<file path="config.mk">
export PLATFORM = sky130hd
export DESIGN_NAME = universal_shift_reg_flat
export DESIGN_NICKNAME = d
export VERILOG_FILES = /design/src/rtl/usr_pkg.sv /design/src/rtl/usr_if.sv /design/src/rtl/usr_burst_ctrl.sv /design/src/rtl/universal_shift_reg.sv /design/src/flat_wrapper.sv
export SDC_FILE = /design/constraint.sdc
export NUM_CORES = 1
export LEC_CHECK = 0
export ABC_CLOCK_PERIOD_IN_PS = 2840
export BUFFER_PORTS_ARGS = -buffer_cell sky130_fd_sc_hd__buf_2
export CORE_UTILIZATION = 55
export CTS_CLUSTER_DIAMETER = 30
export DETAILED_ROUTE_END_ITERATION = 10
export GPL_TIMING_DRIVEN = 0
export PLACE_DENSITY = 0.8
export SETUP_SLACK_MARGIN = 0.02
export SYNTH_ARGS = -nofsm -noshare
export SYNTH_HDL_FRONTEND = slang
export SYNTH_SLANG_ARGS = --single-unit
</file>
<file path="constraint.sdc">
create_clock -name Cp -period 2.84 [get_ports Cp]
set_input_delay 0.426 -clock Cp [delete_from_list [all_inputs] [get_ports Cp]]
set_output_delay 0.426 -clock Cp [all_outputs]
set_load 0.005 [all_outputs]
</file>
<file path="src/rtl/usr_pkg.sv">
// Shared definitions for the universal shift register: operation modes,
// burst FSM states and a helper that classifies the shift/rotate modes.
package usr_pkg;

  typedef enum logic [2:0] {
    MODE_HOLD = 3'b000,
    MODE_LOAD = 3'b001,
    MODE_SHL  = 3'b010,
    MODE_SHR  = 3'b011,
    MODE_ROL  = 3'b100,
    MODE_ROR  = 3'b101,
    MODE_UP   = 3'b110,
    MODE_DOWN = 3'b111
  } mode_e;

  typedef enum logic {
    ST_IDLE  = 1'b0,
    ST_BURST = 1'b1
  } state_e;

  // Only these four modes are repeatable as a multi-cycle burst.
  function automatic logic is_shift_mode(input mode_e m);
    return m inside {MODE_SHL, MODE_SHR, MODE_ROL, MODE_ROR};
  endfunction

endpackage

</file>
<file path="src/rtl/usr_if.sv">
// Control/data bundle of the universal shift register; the master side drives
// the operation request, the slave side returns register contents and status.
interface usr_if #(
  parameter int WIDTH = 8,
  parameter int CW    = $clog2(WIDTH + 1)
);
  logic             En;
  logic [2:0]       Mode;
  logic [WIDTH-1:0] D;
  logic             SI_L;
  logic             SI_R;
  logic             Start;
  logic [CW-1:0]    Amount;
  logic [WIDTH-1:0] Q;
  logic             SO_L;
  logic             SO_R;
  logic             Busy;
  logic             Done;
  logic             Carry;

  modport master (
    output En, Mode, D, SI_L, SI_R, Start, Amount,
    input  Q, SO_L, SO_R, Busy, Done, Carry
  );

  modport slave (
    input  En, Mode, D, SI_L, SI_R, Start, Amount,
    output Q, SO_L, SO_R, Busy, Done, Carry
  );
endinterface

</file>
<file path="src/rtl/usr_burst_ctrl.sv">
// Burst controller: IDLE/BURST FSM, saturating down-counter and Busy/Done.
// Tells the datapath each cycle whether to apply an operation, and which one.
module usr_burst_ctrl
  import usr_pkg::*;
#(
  parameter int WIDTH = 8,
  parameter int CW    = $clog2(WIDTH + 1)
) (
  input  logic          clk,
  input  logic          rst_n,
  input  logic          i_en,
  input  logic          i_start,
  input  mode_e         i_mode,
  input  logic [CW-1:0] i_amount,
  output logic          o_op_stb,
  output mode_e         o_op_mode,
  output logic          o_busy,
  output logic          o_done
);

  localparam logic [CW-1:0] MAX_AMT = CW'(WIDTH);

  state_e        r_state;
  mode_e         r_mode;
  logic [CW-1:0] r_cnt;
  logic          r_busy;
  logic          r_done;
  logic [CW-1:0] w_amount;

  assign w_amount = (i_amount > MAX_AMT) ? MAX_AMT : i_amount;

  // NOTE: every output of this always_comb gets a default first, so no path leaves it unassigned and no latch is inferred.
  always_comb begin
    o_op_stb  = 1'b0;
    o_op_mode = i_mode;
    if (r_state == ST_BURST) begin
      o_op_stb  = 1'b1;
      o_op_mode = r_mode;
    end else if (i_start) begin
      o_op_stb = !is_shift_mode(i_mode);
    end else begin
      o_op_stb = i_en;
    end
  end

  // NOTE: state is updated with non-blocking assignments so every register samples pre-edge values.
  always_ff @(posedge clk) begin
    if (!rst_n) begin
      r_state <= ST_IDLE;
      r_mode  <= MODE_HOLD;
      r_cnt   <= '0;
      r_busy  <= 1'b0;
      r_done  <= 1'b0;
    end else begin
      r_done <= 1'b0;
      unique case (r_state)
        ST_IDLE: begin
          if (i_start && is_shift_mode(i_mode)) begin
            if (w_amount == '0) begin
              r_done <= 1'b1;
            end else begin
              r_mode  <= i_mode;
              r_cnt   <= w_amount;
              r_busy  <= 1'b1;
              r_state <= ST_BURST;
            end
          end
        end
        ST_BURST: begin
          r_cnt <= r_cnt - CW'(1);
          if (r_cnt == CW'(1)) begin
            r_busy  <= 1'b0;
            r_done  <= 1'b1;
            r_state <= ST_IDLE;
          end
        end
        default: r_state <= ST_IDLE;
      endcase
    end
  end

  assign o_busy = r_busy;
  assign o_done = r_done;

endmodule

</file>
<file path="src/rtl/universal_shift_reg.sv">
// Universal shift register: load, shift, rotate and modulo count in single
// steps, plus multi-cycle shift/rotate bursts sequenced by usr_burst_ctrl.
module universal_shift_reg
  import usr_pkg::*;
#(
  parameter int WIDTH = 8,
  parameter int CW    = $clog2(WIDTH + 1)
) (
  input logic  Cp,
  input logic  Rst_n,
  usr_if.slave bus
);

  logic [WIDTH-1:0] r_q;
  logic             r_carry;
  logic [WIDTH-1:0] w_next;
  logic             w_op_stb;
  mode_e            w_op_mode;
  logic             w_wrap;
  logic             w_busy;
  logic             w_done;

  usr_burst_ctrl #(
    .WIDTH (WIDTH),
    .CW    (CW)
  ) u_burst_ctrl (
    .clk       (Cp),
    .rst_n     (Rst_n),
    .i_en      (bus.En),
    .i_start   (bus.Start),
    .i_mode    (mode_e'(bus.Mode)),
    .i_amount  (bus.Amount),
    .o_op_stb  (w_op_stb),
    .o_op_mode (w_op_mode),
    .o_busy    (w_busy),
    .o_done    (w_done)
  );

  always_comb begin
    w_next = r_q;
    unique case (w_op_mode)
      MODE_HOLD: w_next = r_q;
      MODE_LOAD: w_next = bus.D;
      MODE_SHL:  w_next = {r_q[WIDTH-2:0], bus.SI_R};
      MODE_SHR:  w_next = {bus.SI_L, r_q[WIDTH-1:1]};
      MODE_ROL:  w_next = {r_q[WIDTH-2:0], r_q[WIDTH-1]};
      MODE_ROR:  w_next = {r_q[0], r_q[WIDTH-1:1]};
      MODE_UP:   w_next = r_q + WIDTH'(1);
      MODE_DOWN: w_next = r_q - WIDTH'(1);
      default:   w_next = r_q;
    endcase
  end

  // Carry flags the wrap of a count that is actually applied this edge.
  assign w_wrap = ((w_op_mode == MODE_UP)   && (&r_q)) ||
                  ((w_op_mode == MODE_DOWN) && (r_q == '0));

  always_ff @(posedge Cp) begin
    if (!Rst_n) begin
      r_q     <= '0;
      r_carry <= 1'b0;
    end else begin
      r_carry <= w_op_stb && w_wrap;
      if (w_op_stb) r_q <= w_next;
    end
  end

  assign bus.Q     = r_q;
  assign bus.SO_L  = r_q[WIDTH-1];
  assign bus.SO_R  = r_q[0];
  assign bus.Busy  = w_busy;
  assign bus.Done  = w_done;
  assign bus.Carry = r_carry;

endmodule
</file>
<file path="src/flat_wrapper.sv">
// flat-port wrapper written by rule: the top's interface ports become plain ports
module universal_shift_reg_flat import usr_pkg::*;
#(
  parameter int WIDTH = 8,
  parameter int CW    = $clog2(WIDTH + 1)
)
  (Cp, Rst_n, bus_En, bus_Mode, bus_D, bus_SI_L, bus_SI_R, bus_Start, bus_Amount, bus_Q, bus_SO_L, bus_SO_R, bus_Busy, bus_Done, bus_Carry);
  usr_if #(.WIDTH(WIDTH), .CW(CW)) bus_i ();
  input logic Cp;
  input logic Rst_n;
  input wire logic [$bits(bus_i.En)-1:0] bus_En;
  input wire logic [$bits(bus_i.Mode)-1:0] bus_Mode;
  input wire logic [$bits(bus_i.D)-1:0] bus_D;
  input wire logic [$bits(bus_i.SI_L)-1:0] bus_SI_L;
  input wire logic [$bits(bus_i.SI_R)-1:0] bus_SI_R;
  input wire logic [$bits(bus_i.Start)-1:0] bus_Start;
  input wire logic [$bits(bus_i.Amount)-1:0] bus_Amount;
  output wire logic [$bits(bus_i.Q)-1:0] bus_Q;
  output wire logic [$bits(bus_i.SO_L)-1:0] bus_SO_L;
  output wire logic [$bits(bus_i.SO_R)-1:0] bus_SO_R;
  output wire logic [$bits(bus_i.Busy)-1:0] bus_Busy;
  output wire logic [$bits(bus_i.Done)-1:0] bus_Done;
  output wire logic [$bits(bus_i.Carry)-1:0] bus_Carry;
  assign bus_i.En = bus_En;
  assign bus_i.Mode = bus_Mode;
  assign bus_i.D = bus_D;
  assign bus_i.SI_L = bus_SI_L;
  assign bus_i.SI_R = bus_SI_R;
  assign bus_i.Start = bus_Start;
  assign bus_i.Amount = bus_Amount;
  assign bus_Q = bus_i.Q;
  assign bus_SO_L = bus_i.SO_L;
  assign bus_SO_R = bus_i.SO_R;
  assign bus_Busy = bus_i.Busy;
  assign bus_Done = bus_i.Done;
  assign bus_Carry = bus_i.Carry;
  universal_shift_reg #(.WIDTH(WIDTH), .CW(CW)) u_core (.Cp(Cp), .Rst_n(Rst_n), .bus(bus_i));
endmodule
</file>
==> metrics.yaml <==
clock_tree:
  insertion_delay_ns: 0.31
  cts_setup_buffers: 0
  clk_pin_slew_worst_paths_ns: 0.12
  root_buffer: "clkbuf_4"
  cts_resized: 0
  h-tree-depth: 1
  cts_tree: "done"
  clock_sinks: 19
  cts_inserted_buffers: 3
  cts_hold_buf: 0
  clock_path_buffers: 2
die:
  num_io_pins: 34
  die_h_um: 56.9
  core_area_um2: 2810
  die_w_um: 56.9
  rows: 19
  initial_core_util_pct: 59.1
  die-area_um2: 3240
place:
  numPortBuffers: 32
  place_congestion: 0.845
  preCtsSetupSlack_ns: 0.231
  placed_area_um2: 1860
  hpwlAfterDp_um: 3150
  placed_cells: 277
hold_path:
  hold_path_depth: 3
  holdCritPathClass: "primary input to flop"
logic_synthesis:
  synth-seq-cells: 19
  async_reset_ff_share_pct: 0
  synthCells: 214
  synth_xor_area_share_pct: 4.22
  synth_mux_area_share_pct: 4.00
  synth_top_family_by_area: "compound AO/OA/AOI/OAI gates"
  synth-main-ff-cell: "dfxtp_1"
  ys_types: 56
  ys_seq_area_share_pct: 22.9
  synth_adder_area_share_pct: 4.52
  synthTopCellsByArea: "dfxtp_1, a21oi_1, ha_1, nand2_1, o21ai_0"
  syn-num-nets: 241
  syn_area_um2: 1660
  synth_compound_area_share_pct: 32.9
  yosys_warnings: 0
  avgSynthCellArea_um2: 7.75
  yosys.area.top_type: "dfxtp_1"
  synth-edff-count: 0
  yosysTopAreaCellShare_pct: 22.9
  synth-simple-area-share_pct: 23.0
drt:
  via_per_inst: 6.36
  vias: 1788
  first_pass_iters: 8
  wire_per_inst_um: 15.5
  drtAntennaViolNets: 0
  wl_um: 4370
  dr.first_iter.drc_count: 112
  drc: 2
sta:
  finalMaxSlewViolations: 0
  fin_setup_tns_ns: 0
  min_period_ns: 2.51
  max_slew.worst_pin.slew_ns: 0.727
  setup_ws_ns: 0.332
  setup_viol: 0
  rsz0062_at_grt: "false"
  fmax_mhz: 399
  skew_ns: 0.00792
  final_hold_viol_count: 0
  fin_crit_sh_pct: 88.3
  relSlewSlack_pct: 51.0
cells_and_area:
  layout-drive-gt1-share_pct: 26.0
  finalNonFillerCells: 281
  layout.nets: 278
  layout_commonest_cell: "buf_2"
  layout_common_cells: "buf_2, dfxtp_1, nand2_1, a21oi_1, nor2_1"
  fill_cells: 275
  diodes: 0
  syn2layout_area_growth_pct: 13.8
  design_area_um2: 1890
power:
  powerDensity_nw_per_um2: 458
  irDropWorstVdd_uv: 288
  p_leak_nw: 0.783
setup_path:
  startpoint_type: "flop"
  cp-end-kind: "flop"
  path_class: "flop to flop"
  required_ns: 3.07
  ff2ff_setup_slack_ns: 0.33
  arrival_ns: 2.74
  reg2regPathDepth: 12
  cp_max_fo: 12
outcome:
  violations: "DRC"
  status: "finished, violations left"
global_routing:
  antenna_found_initial: 0
  grt_max_degree: 13
  grt_overflow_total: 0
  grt_pass1_wl_um: 6820
  grt_pass1_vias: 1447
  grt_use_total_pct: 26.9
run:
  drv_cap: 0
## cell families after synthesis
group           count (synthesis)
simple gates                   75
compound gates                 76
mux                             6
flops                          19
buf+inv                        24
xor+xnor                        8
fa+ha+maj                       6
## critical path, cell delays in order, from the launching register on
cell and delay [ns]:
dfxtp_1 0.33, buf_6 0.13, nand2b_1 0.14, o21ai_2 0.19
buf_6 0.18, xor2_1 0.16, ha_1 0.30, nor3_1 0.08
o21bai_1 0.18, a21o_4 0.15, nand3_2 0.08, mux2_4 0.32
o32ai_2 0.19
## area by class of cell
cell class | instances | area [µm²] | share of cell area [%]
Timing Repair Buffer | 32 | 160 | 8.48
Multi-Input combinational cell | 171 | 1140 | 60.3
Sequential cell | 19 | 380 | 20.1
Buffer | 17 | 114 | 6.03
Clock inverter | 1 | 7.51 | 0.398
Clock buffer | 3 | 22.5 | 1.19
Inverter | 7 | 26.3 | 1.39
Tap cell | 31 | 38.8 | 2.05
## synth_stat cells, types with 5 or more instances
library cell / number
a21oi_1: 16
nor3_1: 9
inv_1: 7
nor2_1: 15
nand3_1: 10
nand3b_1: 5
ha_1: 6
o211ai_1: 5
o21ai_0: 13
dfxtp_1: 19
clkbuf_1: 5
nand2_1: 18
## power breakdown
part | internal [W] | total, W | leakage, nW | switching [W]
logic | 0.000162 | 0.000376 | 0.613 | 0.000215
registers | 0.000296 | 0.000334 | 0.156 | 0.0000388
clock network | 0.0000536 | 0.000154 | 0.0139 | 0.000100
## final timing paths
| kind | from | to |
|---|---|---|
| worst max-delay path | u_core.u_burst_ctrl.r_state | u_core.bus.Q[6] |
| worst min-delay path | bus_Mode[0] | u_core.u_burst_ctrl.r_mode[0] |
| worst max register to register | u_core.u_burst_ctrl.r_state | u_core.bus.Q[6] |
| worst min register to register | u_core.u_burst_ctrl.o_busy | u_core.u_burst_ctrl.o_busy |
## flip-flops by register name (all words and copies together), names as in the netlist
name and cells:
u_core.u_burst_ctrl.o_done 1, u_core.u_burst_ctrl.o_busy 1, u_core.u_burst_ctrl.r_mode 3, u_core.u_burst_ctrl.r_cnt 4
u_core.bus.Carry 1, u_core.u_burst_ctrl.r_state 1, u_core.bus.Q 8
## per-layer routing
layer	up-vias	GRT usage (%)	routed length, µm
li1	882	-	-
met1	818	42.6	2090
met2	82	37.1	1860
met3	6	3.23	359
met4	0	8.71	53
met5	-	0	0
## stage by stage
step	hold slack (ns)	util, %	total power [W]
4_1_cts	0.376	67.3	0.000858
3_5_place_dp	0.455	66.2	0.000708
3_3_place_gp	0.447	66.2	0.000702
2_1_floorplan	0.465	-	0.000604
6_report	0.385	67.3	0.000864
5_1_grt	0.389	67.3	0.000918
Power figures use the tool's default switching activity.
